<file path="src/rtl/hex_led_pkg.sv">
// hex_led_pkg: shared types and constants for the hex LED display engine.
//   seg7_t      - 7-bit segment vector, bit order g..a
//   SEG_OFF_AL  - all-off segment pattern in active-low polarity
//   hex_seg_al  - nibble to active-low segment pattern lookup
package hex_led_pkg;

  typedef logic [6:0] seg7_t;

  localparam seg7_t SEG_OFF_AL = 7'h7F;

  // Active-low glyph table: a lit segment is 0, bit order g..a.
  function automatic seg7_t hex_seg_al(input logic [3:0] nib);
    seg7_t pat;
    case (nib)
      4'h0:    pat = 7'b1000000;
      4'h1:    pat = 7'b1111001;
      4'h2:    pat = 7'b0100100;
      4'h3:    pat = 7'b0110000;
      4'h4:    pat = 7'b0011001;
      4'h5:    pat = 7'b0010010;
      4'h6:    pat = 7'b0000010;
      4'h7:    pat = 7'b1011000;
      4'h8:    pat = 7'b0000000;
      4'h9:    pat = 7'b0010000;
      4'hA:    pat = 7'b0001000;
      4'hB:    pat = 7'b0000011;
      4'hC:    pat = 7'b1000110;
      4'hD:    pat = 7'b0100001;
      4'hE:    pat = 7'b0000110;
      4'hF:    pat = 7'b0001110;
      default: pat = SEG_OFF_AL;
    endcase
    return pat;
  endfunction

endpackage

</file>
<file path="src/rtl/hex_led_scan_hex7_decode.sv">
// hex7_decode: combinational nibble to 7-segment decoder with dark override.
// Ports:
//   nibble_i     - hex digit value
//   dark_i       - 1 forces the all-off pattern
//   active_low_i - 1: lit segment is 0; 0: lit segment is 1
//   seg_o        - segment pattern, bit order g..a
import hex_led_pkg::*;

module hex7_decode (
  input  logic [3:0] nibble_i,
  input  logic       dark_i,
  input  logic       active_low_i,
  output logic [6:0] seg_o
);

  seg7_t seg_al_s;

  // Look up the glyph in active-low form, then apply output polarity.
  always_comb begin
    if (dark_i) begin
      seg_al_s = SEG_OFF_AL;
    end else begin
      seg_al_s = hex_seg_al(nibble_i);
    end
    if (active_low_i) begin
      seg_o = seg_al_s;
    end else begin
      seg_o = ~seg_al_s;
    end
  end

endmodule

</file>
<file path="src/rtl/hex_led_scan.sv">
// hex_led_scan: parametrised 7-segment hex display engine.
// A load strobe captures the packed nibble value into a shadow register so
// the display never shows a half-updated value. Two registered output forms:
// a parallel per-digit segment bus and a time-multiplexed seg/dig_sel pair.
// Per-digit blanking and blinking are always present.
// Optional build macro HEX_LED_LZB_EN adds input lz_en for leading-zero
// suppression (digit 0 is never suppressed).
// Ports:
//   clk        - system clock
//   reset_n    - synchronous active-low reset
//   value      - packed nibbles, digit 0 = [3:0]
//   load       - capture value into the shadow register
//   blank_mask - 1 = digit always dark
//   blink_mask - 1 = digit dark during blink phase
//   lz_en      - (HEX_LED_LZB_EN only) enable leading-zero suppression
//   hex_par    - parallel segments, digit k = [7k+6:7k], bit order g..a
//   seg        - multiplexed segment bus, bit order g..a
//   dig_sel    - one-hot multiplexed digit enable
//   scan_idx   - digit currently shown on seg/dig_sel
import hex_led_pkg::*;

module hex_led_scan #(
  parameter int DIGITS          = 6,
  parameter int SCAN_DIV_WIDTH  = 16,
  parameter int BLINK_DIV_WIDTH = 24,
  parameter bit SEG_ACTIVE_LOW  = 1'b1,
  parameter bit DIG_ACTIVE_LOW  = 1'b1
) (
  input  logic                  clk,
  input  logic                  reset_n,
  input  logic [DIGITS*4-1:0]   value,
  input  logic                  load,
  input  logic [DIGITS-1:0]     blank_mask,
  input  logic [DIGITS-1:0]     blink_mask,
`ifdef HEX_LED_LZB_EN
  input  logic                  lz_en,
`endif
  output logic [DIGITS*7-1:0]   hex_par,
  output logic [6:0]            seg,
  output logic [DIGITS-1:0]     dig_sel,
  output logic [2:0]            scan_idx
);

  localparam logic [6:0]        SEG_OFF  = SEG_ACTIVE_LOW ? SEG_OFF_AL : 7'h00;
  localparam logic [DIGITS-1:0] DIG_OFF  = DIG_ACTIVE_LOW ? {DIGITS{1'b1}} : {DIGITS{1'b0}};
  localparam logic [2:0]        LAST_IDX = 3'(DIGITS - 1);

  logic [DIGITS*4-1:0]         shadow_q;
  logic [SCAN_DIV_WIDTH-1:0]   presc_q;
  logic [BLINK_DIV_WIDTH-1:0]  blink_q;
  logic [2:0]                  scan_idx_q, scan_idx_d;
  logic [DIGITS*7-1:0]         hex_par_q, hex_par_d;
  logic [6:0]                  seg_q, seg_d;
  logic [DIGITS-1:0]           dig_sel_q, dig_sel_d;

  logic                        blink_phase_s;
  logic                        scan_adv_s;
  logic [DIGITS-1:0]           lz_dark_s;
  logic [DIGITS-1:0]           dark_s;
  logic [3:0]                  mux_nib_s;
  logic                        mux_dark_s;

  assign blink_phase_s = blink_q[BLINK_DIV_WIDTH-1];
  assign scan_adv_s    = (presc_q == {SCAN_DIV_WIDTH{1'b1}});

`ifdef HEX_LED_LZB_EN
  logic nz_seen_s;

  // Walk from the top digit down; digits stay dark until the first nonzero one.
  always_comb begin
    lz_dark_s = '0;
    nz_seen_s = 1'b0;
    for (int k = DIGITS - 1; k >= 1; k--) begin
      if (shadow_q[4*k +: 4] != 4'h0) begin
        nz_seen_s = 1'b1;
      end else begin
        nz_seen_s = nz_seen_s;
      end
      lz_dark_s[k] = lz_en & ~nz_seen_s;
    end
  end
`else
  assign lz_dark_s = '0;
`endif

  assign dark_s = blank_mask | (blink_mask & {DIGITS{blink_phase_s}}) | lz_dark_s;

  // One decoder per digit feeds the parallel bus.
  for (genvar g = 0; g < DIGITS; g++) begin : g_par_dec
    hex7_decode u_dec (
      .nibble_i     (shadow_q[4*g +: 4]),
      .dark_i       (dark_s[g]),
      .active_low_i (SEG_ACTIVE_LOW),
      .seg_o        (hex_par_d[7*g +: 7])
    );
  end

  // Pick the nibble and dark flag of the digit under scan.
  always_comb begin
    mux_nib_s  = 4'h0;
    mux_dark_s = 1'b1;
    for (int k = 0; k < DIGITS; k++) begin
      if (scan_idx_q == 3'(k)) begin
        mux_nib_s  = shadow_q[4*k +: 4];
        mux_dark_s = dark_s[k];
      end else begin
        mux_nib_s  = mux_nib_s;
        mux_dark_s = mux_dark_s;
      end
    end
  end

  hex7_decode u_mux_dec (
    .nibble_i     (mux_nib_s),
    .dark_i       (mux_dark_s),
    .active_low_i (SEG_ACTIVE_LOW),
    .seg_o        (seg_d)
  );

  // One-hot digit select for the current scan index, in output polarity.
  always_comb begin
    dig_sel_d = '0;
    for (int k = 0; k < DIGITS; k++) begin
      dig_sel_d[k] = (scan_idx_q == 3'(k)) ^ DIG_ACTIVE_LOW;
    end
  end

  // Scan index steps on prescaler wrap and folds back after the last digit.
  always_comb begin
    if (!scan_adv_s) begin
      scan_idx_d = scan_idx_q;
    end else if (scan_idx_q == LAST_IDX) begin
      scan_idx_d = 3'd0;
    end else begin
      scan_idx_d = scan_idx_q + 3'd1;
    end
  end

  // State and registered outputs; reset wins over load.
  always_ff @(posedge clk) begin
    if (!reset_n) begin
      shadow_q   <= '0;
      presc_q    <= '0;
      blink_q    <= '0;
      scan_idx_q <= 3'd0;
      hex_par_q  <= {DIGITS{SEG_OFF}};
      seg_q      <= SEG_OFF;
      dig_sel_q  <= DIG_OFF;
    end else begin
      if (load) begin
        shadow_q <= value;
      end else begin
        shadow_q <= shadow_q;
      end
      presc_q    <= presc_q + SCAN_DIV_WIDTH'(1);
      blink_q    <= blink_q + BLINK_DIV_WIDTH'(1);
      scan_idx_q <= scan_idx_d;
      hex_par_q  <= hex_par_d;
      seg_q      <= seg_d;
      dig_sel_q  <= dig_sel_d;
    end
  end

  assign hex_par  = hex_par_q;
  assign seg      = seg_q;
  assign dig_sel  = dig_sel_q;
  assign scan_idx = scan_idx_q;

endmodule

</file>
<file path="config.mk">
export PLATFORM = sky130hd
export DESIGN_NAME = hex_led_scan
export DESIGN_NICKNAME = d
export VERILOG_FILES = /design/src/rtl/hex_led_pkg.sv /design/src/rtl/hex_led_scan_hex7_decode.sv /design/src/rtl/hex_led_scan.sv
export SDC_FILE = /design/constraint.sdc
export NUM_CORES = 1
export LEC_CHECK = 0
export ABC_AREA = 1
export ABC_CLOCK_PERIOD_IN_PS = 3030
export CORE_ASPECT_RATIO = 0.7
export CORE_MARGIN = 2
export CORE_UTILIZATION = 30
export DETAILED_ROUTE_END_ITERATION = 8
export PLACE_DENSITY = 0.47
export SYNTH_ARGS = -nofsm -noshare
export SYNTH_HDL_FRONTEND = slang
export SYNTH_SLANG_ARGS = --single-unit
</file>
<file path="constraint.sdc">
create_clock -name clk -period 3.03 [get_ports clk]
set_input_delay 0.303 -clock clk [delete_from_list [all_inputs] [get_ports clk]]
set_output_delay 0.303 -clock clk [all_outputs]
set_load 0.1 [all_outputs]
</file>
Word-level counts from Yosys, hierarchy flattened:

Memories as Yosys holds them, arrays and structs flattened. A register that Yosys moved wholly into a read port is not among the register bits.
Cells that the tools add are included.

* word-level logic and storage cells: 51
* ROM bits: 784
* bits of input ports: 39
* memories: 7
* flip-flop bits (word level): 73
* bits in latches: 0
* output and inout bits: 58
* RAM bits: 0

* bitwise logic cells: 9
* add/sub/neg operators: 3
* multipliers: 0
* eq/ne operators: 6
* order comparisons: 0
* shift operators: 0
* multiplexer cells: 13
* reduce and logical (&&, ||, !) cells: 8
* divide/modulo/power cells: 0

Memories
* (name not given): words 16, bits a word 7, read ports 1, clocked after memory_dff 1, write ports 0, RTL line hex_led_pkg.sv:14 `case (nib)`
* (name not given): words 16, bits a word 7, read ports 1, clocked after memory_dff 1, write ports 0, RTL line hex_led_pkg.sv:14
* (name not given): words 16, bits a word 7, read ports 1, clocked after memory_dff 1, write ports 0, RTL line hex_led_pkg.sv:14
* (name not given): words 16, bits a word 7, read ports 1, clocked after memory_dff 1, write ports 0, RTL line hex_led_pkg.sv:14
* (name not given): words 16, bits a word 7, read ports 1, clocked after memory_dff 1, write ports 0, RTL line hex_led_pkg.sv:14
* (name not given): words 16, bits a word 7, read ports 1, clocked after memory_dff 1, write ports 0, RTL line hex_led_pkg.sv:14
* +1 memories

Operators with widths (number)
* adder 24 x 1 -> 24 bit (second input constant): 1
* two-way mux 4 bit: 6
* adder 16 x 1 -> 16 bit (second input constant): 1
* equality test 16 bit (second input constant): 1
* OR reduction 2 bit: 7
* NOT 1 bit: 7
* bitwise AND 6 bit: 1
* equality test 3 x 2 -> 1 bit (second input constant): 2
* equality test 3 bit (second input constant): 2
* two-way mux 1 bit: 6
* OR 6 bit: 1
* adder 3 x 1 -> 3 bit (second input constant): 1
* equality test 3 x 1 -> 1 bit (second input constant): 1
* zero test 3 bit: 1
* two-way mux 3 bit: 1

Longest topological paths before layout:

Gate-level depths: netlist of the first run.

* depth in word-level cells: 9
* gate-level depth with buffers: 17
* depth with buffers taken out: 16

By module:

Synthesis of the first run repeated with hierarchy kept, for this count alone.

* cell total of the unflattened synthesis: 1107
* area total of the unflattened synthesis: 7448.4 um^2

By module, submodules not included
* hex_led_scan: area an instance 4742.0 um^2, seq. area each 2442.3 um^2, cells each 617, times used 1
* hex7_decode: area an instance 386.6 um^2, seq. area each 0.0 um^2, cells each 70, times used 7

Worst setup path before layout of the first run:

No wires, ideal clock.

* kind: flip-flop to flip-flop
* start: register scan_idx_q[1] (netlist: scan_idx[1])
* end: register seg_q[6] (netlist: seg[6])
* slack: 0.169 ns
* setup time: 0.127 ns
* data arrival time: 2.734 ns
* clock period less this slack: 2.861 ns
* required time: 2.903 ns
* buffers on the path: 2
* stages on the path, launching flop included: 16
* path through: dfxtp_1 > buf_4 > nand2_1 > inv_1 > ha_1 > clkbuf_1 > a21oi_1 > nand2_1 > nand2_1 > a21oi_2 > inv_1 > ha_1 > inv_1 > o21ai_0 > nand2_1 > nand3_1

* cells in the longest elaborated chain, start to end: 8
* elaborated cells between the ends (all ways): 19
* classes of those cells: 5 x eq/ne; 12 x mux; 2 x reduce/logical

Ends and longest elaborated chain
* start, declared: RTL line hex_led_scan.sv:51 `logic [2:0] scan_idx_q, scan_idx_d;`
* start signal, assigned: RTL line hex_led_scan.sv:157 `scan_idx_q <= scan_idx_d;`
* zero test 3 bit: RTL line hex_led_scan.sv:103 `if (scan_idx_q == 3'(k)) begin`
* two-way mux 1 bit (6 in a row): RTL line hex_led_scan.sv:103
* OR reduction 2 bit (no line)
* end, declared: RTL line hex_led_scan.sv:53 `logic [6:0] seg_q, seg_d;`

Parallel ways exist; a longest one is shown, timed or not.
A chain may end at the register's enable or synchronous reset.

Worst setup path after layout of the first run:

* start: register scan_idx_q[1] (netlist: scan_idx[1])
* end: register seg_q[3] (netlist: seg[3])

The elaborated chain is that of the path after synthesis.

==> flow_metrics.env, run 1 <==
export IMPL_outcome="completed"
export IMPL_detailroute_wirelength_met3_um=929
export IMPL_place_hpwl_um=11800
export IMPL_reg2regPathDepth=13
export IMPL_drt_met1_wl_um=8850
export IMPL_post_synth_instance_area_um2=6010
export IMPL_clock_sinks=122
export IMPL_static_leakage_power_nw=3.14
export IMPL_gp_routability_congestion=0.837
export IMPL_crit_path_end_kind="register"
export IMPL_worst_endpoint_required_ns=3.31
export IMPL_cts_resized_gates=0
export IMPL_setup_tns_final_ns=0
export IMPL_number_of_antenna_violations_at_the_first_check_in_global_routing=1
export IMPL_mappedNetlistNets=888
export IMPL_drive_above_1_share_pct=8.10
export IMPL_fmax_mhz=397
export IMPL_final_nets=979
export IMPL_most_common_layout_cells="154 x sky130_fd_sc_hd__nand2_1, 122 x sky130_fd_sc_hd__dfxtp_1, 98 x sky130_fd_sc_hd__inv_1, 85 x sky130_fd_sc_hd__clkdlybuf4s50_1, 74 x sky130_fd_sc_hd__a21oi_1"
export IMPL_grt_overflow_total=0
export IMPL_portion_of_the_post_synthesis_area_used_by_sequential_elements_pct=40.6
export IMPL_clock_skew_ns=0.0115
export IMPL_coreArea_um2=19700
export IMPL_ant_nets=0
export IMPL_drt_initial_drc_count=577
export IMPL_synth_edff_count=0
export IMPL_avgSynthCellArea_um2=7.43
export IMPL_gr_usage_all_layers_pct=15.6
export IMPL_post_synth_top_area_cell="sky130_fd_sc_hd__dfxtp_1"
export IMPL_worst_endpoint_arrival_ns=2.80
export IMPL_hold_buffers=0
export IMPL_postSynthRegisterBits=122
export IMPL_timing_worst_setup_path_type="register to register"
export IMPL_layout_cell_area_non_filler_um2=7790
export IMPL_first_global_vias=4981
export IMPL_worst_setup_hold_path_clk_slew_ns=0.06
export IMPL_fin_crit_sh_pct=83.2
export IMPL_count_of_vias_placed_by_the_detailed_router=5457
export IMPL_cts_htree_levels=4
export IMPL_chipWidth_um=173
export IMPL_worst_setup_path_start_kind="register"
export IMPL_clock_latency_on_the_worst_skew_pair_ns=0.41
export IMPL_slew_limit_headroom_pct=32.8
export IMPL_max_cap_violations=0
export IMPL_grt_setup_unrepaired="no"
export IMPL_pwr_density_cell_nw_per_um2=590
export IMPL_pre_repair_dr_iteration_count=5
export IMPL_tritoncts_clock_tree="done"
export IMPL_remaining_drc_errors=0
export IMPL_fp_dieArea_um2=21200
export IMPL_ys_dominant_reg_cell="sky130_fd_sc_hd__dfxtp_1"
export IMPL_tightestPinTransition_ns=1.00
export IMPL_async_flop_share_pct=0
export IMPL_cts_made_buffers=17
export IMPL_final_setup_viol_count=0
export IMPL_via_per_inst=4.61
export IMPL_fp_dieH_um=122
export IMPL_synthTopCellsByArea="sky130_fd_sc_hd__dfxtp_1 41%, sky130_fd_sc_hd__nand2_1 9.6%, sky130_fd_sc_hd__ha_1 8.1%"
export IMPL_ys_types=44
export IMPL_placedCellCount=1152
export IMPL_ys_warnings_count=0
export IMPL_portBuffers=96
export IMPL_route_detailed_wl_per_inst_um=13.6
export IMPL_placed_area_um2=7180
export IMPL_worstPathMaxFanout=12
export IMPL_initial_core_util_pct=30.5
export IMPL_instances_no_fill=1185
export IMPL_postSynthCellCount=810
export IMPL_met2_length_um=6230
export IMPL_postCtsSetupBuffers=0
export IMPL_top_layer="met4"
export IMPL_mostFrequentLayoutCell="sky130_fd_sc_hd__nand2_1"
export IMPL_ir_drop_mv=0.216
export IMPL_worst_hold_path_type="primary input to register"
export IMPL_rows=43
export IMPL_final_hold_viol_count=0
export IMPL_synth_top_area_share_pct=40.6
export IMPL_grt_start_max_net_pins=49
export IMPL_io_pins=97
export IMPL_cts_root_buf="sky130_fd_sc_hd__clkbuf_16"
export IMPL_routed_wirelength_um=16100
export IMPL_post_synthesis_to_final_layout_area_growth_pct=29.5
export IMPL_report_final_slew_viol_count=0
export IMPL_worstHoldPathCells=2
export IMPL_first_pass_grt_wire_length_um=25900
export IMPL_clockBufferDepth=2
export IMPL_min_period_ns=2.52
==> cell type report <==
class / instances / area [um^2]
Antenna cell: 1 / 2.50
Clock buffer: 21 / 460
Clock inverter: 11 / 145
Fill cell: 2058 / 12000
Inverter: 107 / 404
Multi-Input combinational cell: 554 / 3040
Sequential cell: 122 / 2440
Tap cell: 270 / 338
Timing Repair Buffer: 99 / 953
==> report_power, final <==
| part | switching, mW | internal, mW |
|---|---|---|
| Clock | 0.732 | 1.33 |
| Sequential | 0.0686 | 1.68 |
| Combinational | 0.569 | 0.215 |
| Total | 1.37 | 3.23 |
==> metrics by stage <==
step                setup WS, ns  hold WS, ns  power, mW  util, %
floorplan                  0.169        0.418       2.34        -
global placement           0.631        0.437       2.58     36.4
detailed placement         0.541        0.442       2.57     36.4
CTS                        0.519        0.210       4.67     39.4
global route               0.229        0.232       4.80     39.4
finish                     0.510        0.232       4.60     39.5
==> logic make-up (layout without fill, tap and decap cells) <==
logic type      count (synthesis)  after routing  synth area share, %
buf+inv                       134            238                 8.78
flops                         122            122                 40.6
xor+xnor                        2              2                0.291
compound gates                180            180                 16.7
other cells                     0              1                    0
fa+ha+maj                      39             39                 8.11
simple gates                  333            333                 25.5
==> routing by layer <==
metal / GRT usage, % / up-vias
li1: - / 2869
met1: 23.3 / 2445
met2: 21.0 / 131
met3: 4.71 / 12
met4: 5.14 / 0
met5: 0 / -
==> synth_stat cells, drive strengths merged (2+ instances only) <==
cell type,number
nor3b,5
nor2,63
a21o,4
o21ai,67
a21oi,76
or2,2
clkinv,5
inv,102
ha,39
nand3,71
nor4,3
clkbuf,23
nor3,15
nand2,160
dfxtp,122
o311ai,5
o21bai,2
o211ai,20
buf,4
nand4,12
==> sequential cells by signal, summed over array words and instances, names as in the netlist <==
name / cells
dig_sel: 6
presc_q: 16
hex_par: 42
scan_idx: 3
shadow_q: 24
seg: 7
blink_q: 24
==> path summary, 6_finish.rpt <==
kind | from | end | slack (ns)
worst max-delay path | scan_idx[1]$_SDFFE_PN0N_ | seg[3]$_SDFF_PP1_ | 0.51
worst min-delay path | reset_n | dig_sel[4]$_SDFF_PN1_ | 0.23
worst max register to register | scan_idx[1]$_SDFFE_PN0N_ | seg[3]$_SDFF_PP1_ | 0.51
worst min register to register | presc_q[0]$_SDFF_PN0_ | presc_q[0]$_SDFF_PN0_ | 0.45
==> worst max-delay path, stage by stage, from the launching register on <==
cell,delay [ns]
sky130_fd_sc_hd__dfxtp_1,0.59
sky130_fd_sc_hd__nand2_1,0.10
sky130_fd_sc_hd__inv_1,0.07
sky130_fd_sc_hd__ha_1,0.38
sky130_fd_sc_hd__a21oi_1,0.09
sky130_fd_sc_hd__nand2_1,0.09
sky130_fd_sc_hd__nand2_1,0.08
sky130_fd_sc_hd__a21oi_2,0.32
sky130_fd_sc_hd__inv_1,0.14
sky130_fd_sc_hd__ha_1,0.22
sky130_fd_sc_hd__nand3_1,0.11
sky130_fd_sc_hd__nand2_1,0.07
sky130_fd_sc_hd__nand2_1,0.06
sky130_fd_sc_hd__nand3_1,0.07
Power figures use the tool's default switching activity.
==> inputs of run 2 (changes only) <==
- ABC_CLOCK_PERIOD_IN_PS: 3030 -> 2300
- PLACE_DENSITY: 0.47 -> 0.49
- clock period: 3.03 -> 2.3 ns (I/O delays scaled with it)
==> run 2 against run 1 <==
Die area stayed put. Largest power group unchanged. Power up 40%. Routed wire length increased by 0.94%. Highest routed layer unchanged.
==> flow_metrics.env, run 2 (synthesized netlist as in run 1, its figures left out) <==
export IMPL_outcome="completed"
export IMPL_routed_wirelength_um=16300
export IMPL_area_of_all_sequential_standard_cells_um2=2450
export IMPL_critical_path_reg2reg_startpoint="scan_idx[2]$_SDFFE_PN0N_"
export IMPL_drt_initial_drc_count=479
export IMPL_net_switching_power_mw=1.84
export IMPL_placed_area_um2=7140
export IMPL_io_pins=97
export IMPL_initial_core_util_pct=30.5
export IMPL_via_per_inst=4.64
export IMPL_flip_flop_count_of_the_largest_register_all_copies_and_words_added=42
export IMPL_antenna_cells_inserted=0
export IMPL_portBuffers=96
export IMPL_tritoncts_clock_tree="done"
export IMPL_grt_start_max_net_pins=35
export IMPL_timing_worst_setup_path_type="register to register"
export IMPL_part_of_the_power_in_combinational_logic_pct=16.0
export IMPL_hold_buffers=0
export IMPL_worstHoldPathCells=3
export IMPL_hold_path_startpoint="reset_n"
export IMPL_switching_fraction_of_total_power_pct=28.5
export IMPL_max_cap_violations=0
export IMPL_most_common_layout_cells="154 x sky130_fd_sc_hd__nand2_1, 119 x sky130_fd_sc_hd__dfxtp_1, 98 x sky130_fd_sc_hd__inv_1, 74 x sky130_fd_sc_hd__a21oi_1, 70 x sky130_fd_sc_hd__buf_4"
export IMPL_holdPathEnd="presc_q[0]$_SDFF_PN0_"
export IMPL_static_leakage_power_nw=3.25
export IMPL_area_of_the_multi_input_gates_um2=3070
export IMPL_clock_latency_on_the_worst_skew_pair_ns=0.43
export IMPL_slew_limit_headroom_pct=62.2
export IMPL_pwr_density_cell_nw_per_um2=820
export IMPL_cts_htree_levels=4
export IMPL_fp_dieArea_um2=21200
export IMPL_pre_repair_dr_iteration_count=5
export IMPL_seq_power_share_pct=35.6
export IMPL_place_hpwl_um=11900
export IMPL_coreArea_um2=19700
export IMPL_layout_cell_area_non_filler_um2=7860
export IMPL_cts_made_buffers=17
export IMPL_final_nets=988
export IMPL_post_synthesis_to_final_layout_area_growth_pct=30.6
export IMPL_reg2reg_setup_slack_ns=0.27
export IMPL_fin_crit_sh_pct=88.2
export IMPL_gp_routability_congestion=0.863
export IMPL_ant_nets=0
export IMPL_grt_overflow_total=0
export IMPL_drive_above_1_share_pct=14.6
export IMPL_share_clk_of_total_power_pct=48.4
export IMPL_first_pass_grt_wire_length_um=26300
export IMPL_chipWidth_um=173
export IMPL_setup_tns_final_ns=0
export IMPL_route_detailed_wl_per_inst_um=13.7
export IMPL_gr_usage_all_layers_pct=15.7
export IMPL_cts_root_buf="sky130_fd_sc_hd__clkbuf_16"
export IMPL_fmax_mhz=493
export IMPL_mostFrequentLayoutCell="sky130_fd_sc_hd__nand2_1"
export IMPL_worst_hold_path_type="primary input to register"
export IMPL_clock_sinks=122
export IMPL_ir_drop_mv=0.516
export IMPL_fp_dieH_um=122
export IMPL_min_period_ns=2.03
export IMPL_crit_path_end_kind="register"
export IMPL_reg2regPathDepth=14
export IMPL_clockBufferDepth=2
export IMPL_report_final_slew_viol_count=0
export IMPL_first_global_vias=4962
export IMPL_worst_setup_path_start_kind="register"
export IMPL_count_of_vias_placed_by_the_detailed_router=5537
export IMPL_tightestPinTransition_ns=0.560
export IMPL_number_of_antenna_violations_at_the_first_check_in_global_routing=0
export IMPL_worstPathMaxFanout=12
export IMPL_remaining_drc_errors=0
export IMPL_worst_setup_hold_path_clk_slew_ns=0.06
export IMPL_r2r_end="seg[3]$_SDFF_PP1_"
export IMPL_final_hold_viol_count=0
export IMPL_p_int_mw=4.61
export IMPL_final_setup_viol_count=0
export IMPL_fillers=2030
export IMPL_clock_skew_ns=0.0140
export IMPL_worst_endpoint_arrival_ns=2.33
export IMPL_rows=43
export IMPL_grt_setup_unrepaired="no"
export IMPL_worst_endpoint_required_ns=2.60
run 2: how the worst max path moves through the flow:
stage                                        start                end  slack [ns]  cells after the start
after floorplan           scan_idx[2]$_SDFFE_PN0N_  seg[6]$_SDFF_PP1_        0.03                     13
after global placement    scan_idx[2]$_SDFFE_PN0N_  seg[6]$_SDFF_PP1_        0.14                     12
after detailed placement  scan_idx[2]$_SDFFE_PN0N_  seg[6]$_SDFF_PP1_        0.08                     12
after CTS                 scan_idx[2]$_SDFFE_PN0N_  seg[0]$_SDFF_PP1_        0.07                     12
after global routing      scan_idx[1]$_SDFFE_PN0N_  seg[3]$_SDFF_PP1_        0.04                     14
final                     scan_idx[2]$_SDFFE_PN0N_  seg[3]$_SDFF_PP1_        0.27                     14
run 2: area by class of cell:
type	count	share of cell area, %
Clock buffer	21	6.01
Inverter	107	5.18
Timing Repair Buffer	108	11.5
Multi-Input combinational cell	554	39.1
Tap cell	270	4.30
Clock inverter	11	2.71
Sequential cell	122	31.2
run 2: metrics by stage:
step	util (%)	total power [mW]	instances	hold slack (ns)	worst slack, ns
6_report	39.8	6.44	1193	0.343	0.271
5_1_grt	39.8	6.69	1193	0.361	0.0367
4_1_cts	39.6	6.51	1193	0.318	0.0666
3_5_place_dp	36.2	3.36	1161	0.442	0.0811
3_3_place_gp	36.2	3.38	1161	0.432	0.138
2_1_floorplan	-	3.08	810	0.418	0.0279
run 2: repair_timing:
action | CTS | global route
setup endpoints to repair | 0 | 7
setup buffers | 0 | 0
resized for setup | 0 | 6
run 2: power groups by stage:
stage                     Sequential (mW)  Combinational, mW  Clock, mW
after floorplan                      2.74              0.331          0
after global placement               2.34               1.04          0
after detailed placement             2.34               1.03          0
after CTS                            2.29               1.03       3.19
after global routing                 2.31               1.11       3.28
final                                2.29               1.03       3.12
run 2: critical path, stage by stage (launching register included):
cell	delay, ns
sky130_fd_sc_hd__dfxtp_4	0.35
sky130_fd_sc_hd__inv_4	0.15
sky130_fd_sc_hd__nand3_1	0.14
sky130_fd_sc_hd__inv_1	0.11
sky130_fd_sc_hd__nand2_1	0.06
sky130_fd_sc_hd__nand3_1	0.07
sky130_fd_sc_hd__nand2_1	0.05
sky130_fd_sc_hd__nand2_1	0.08
sky130_fd_sc_hd__nand3_1	0.09
sky130_fd_sc_hd__nand2_1	0.13
sky130_fd_sc_hd__inv_1	0.12
sky130_fd_sc_hd__ha_1	0.31
sky130_fd_sc_hd__nand3_1	0.08
sky130_fd_sc_hd__nand3_1	0.08
sky130_fd_sc_hd__nand3_1	0.07
run 2: layer usage:
| layer | GRT usage (%) | routed length (um) | up-vias | share of wire, % |
|---|---|---|---|---|
| met4 | 4.34 | 122 | 0 | 0.75 |
| met5 | 0 | 0 | - | 0 |
| li1 | - | - | 2890 | - |
| met2 | 20.6 | 6220 | 132 | 38 |
| met1 | 24.2 | 9080 | 2503 | 56 |
| met3 | 4.77 | 871 | 12 | 5.3 |
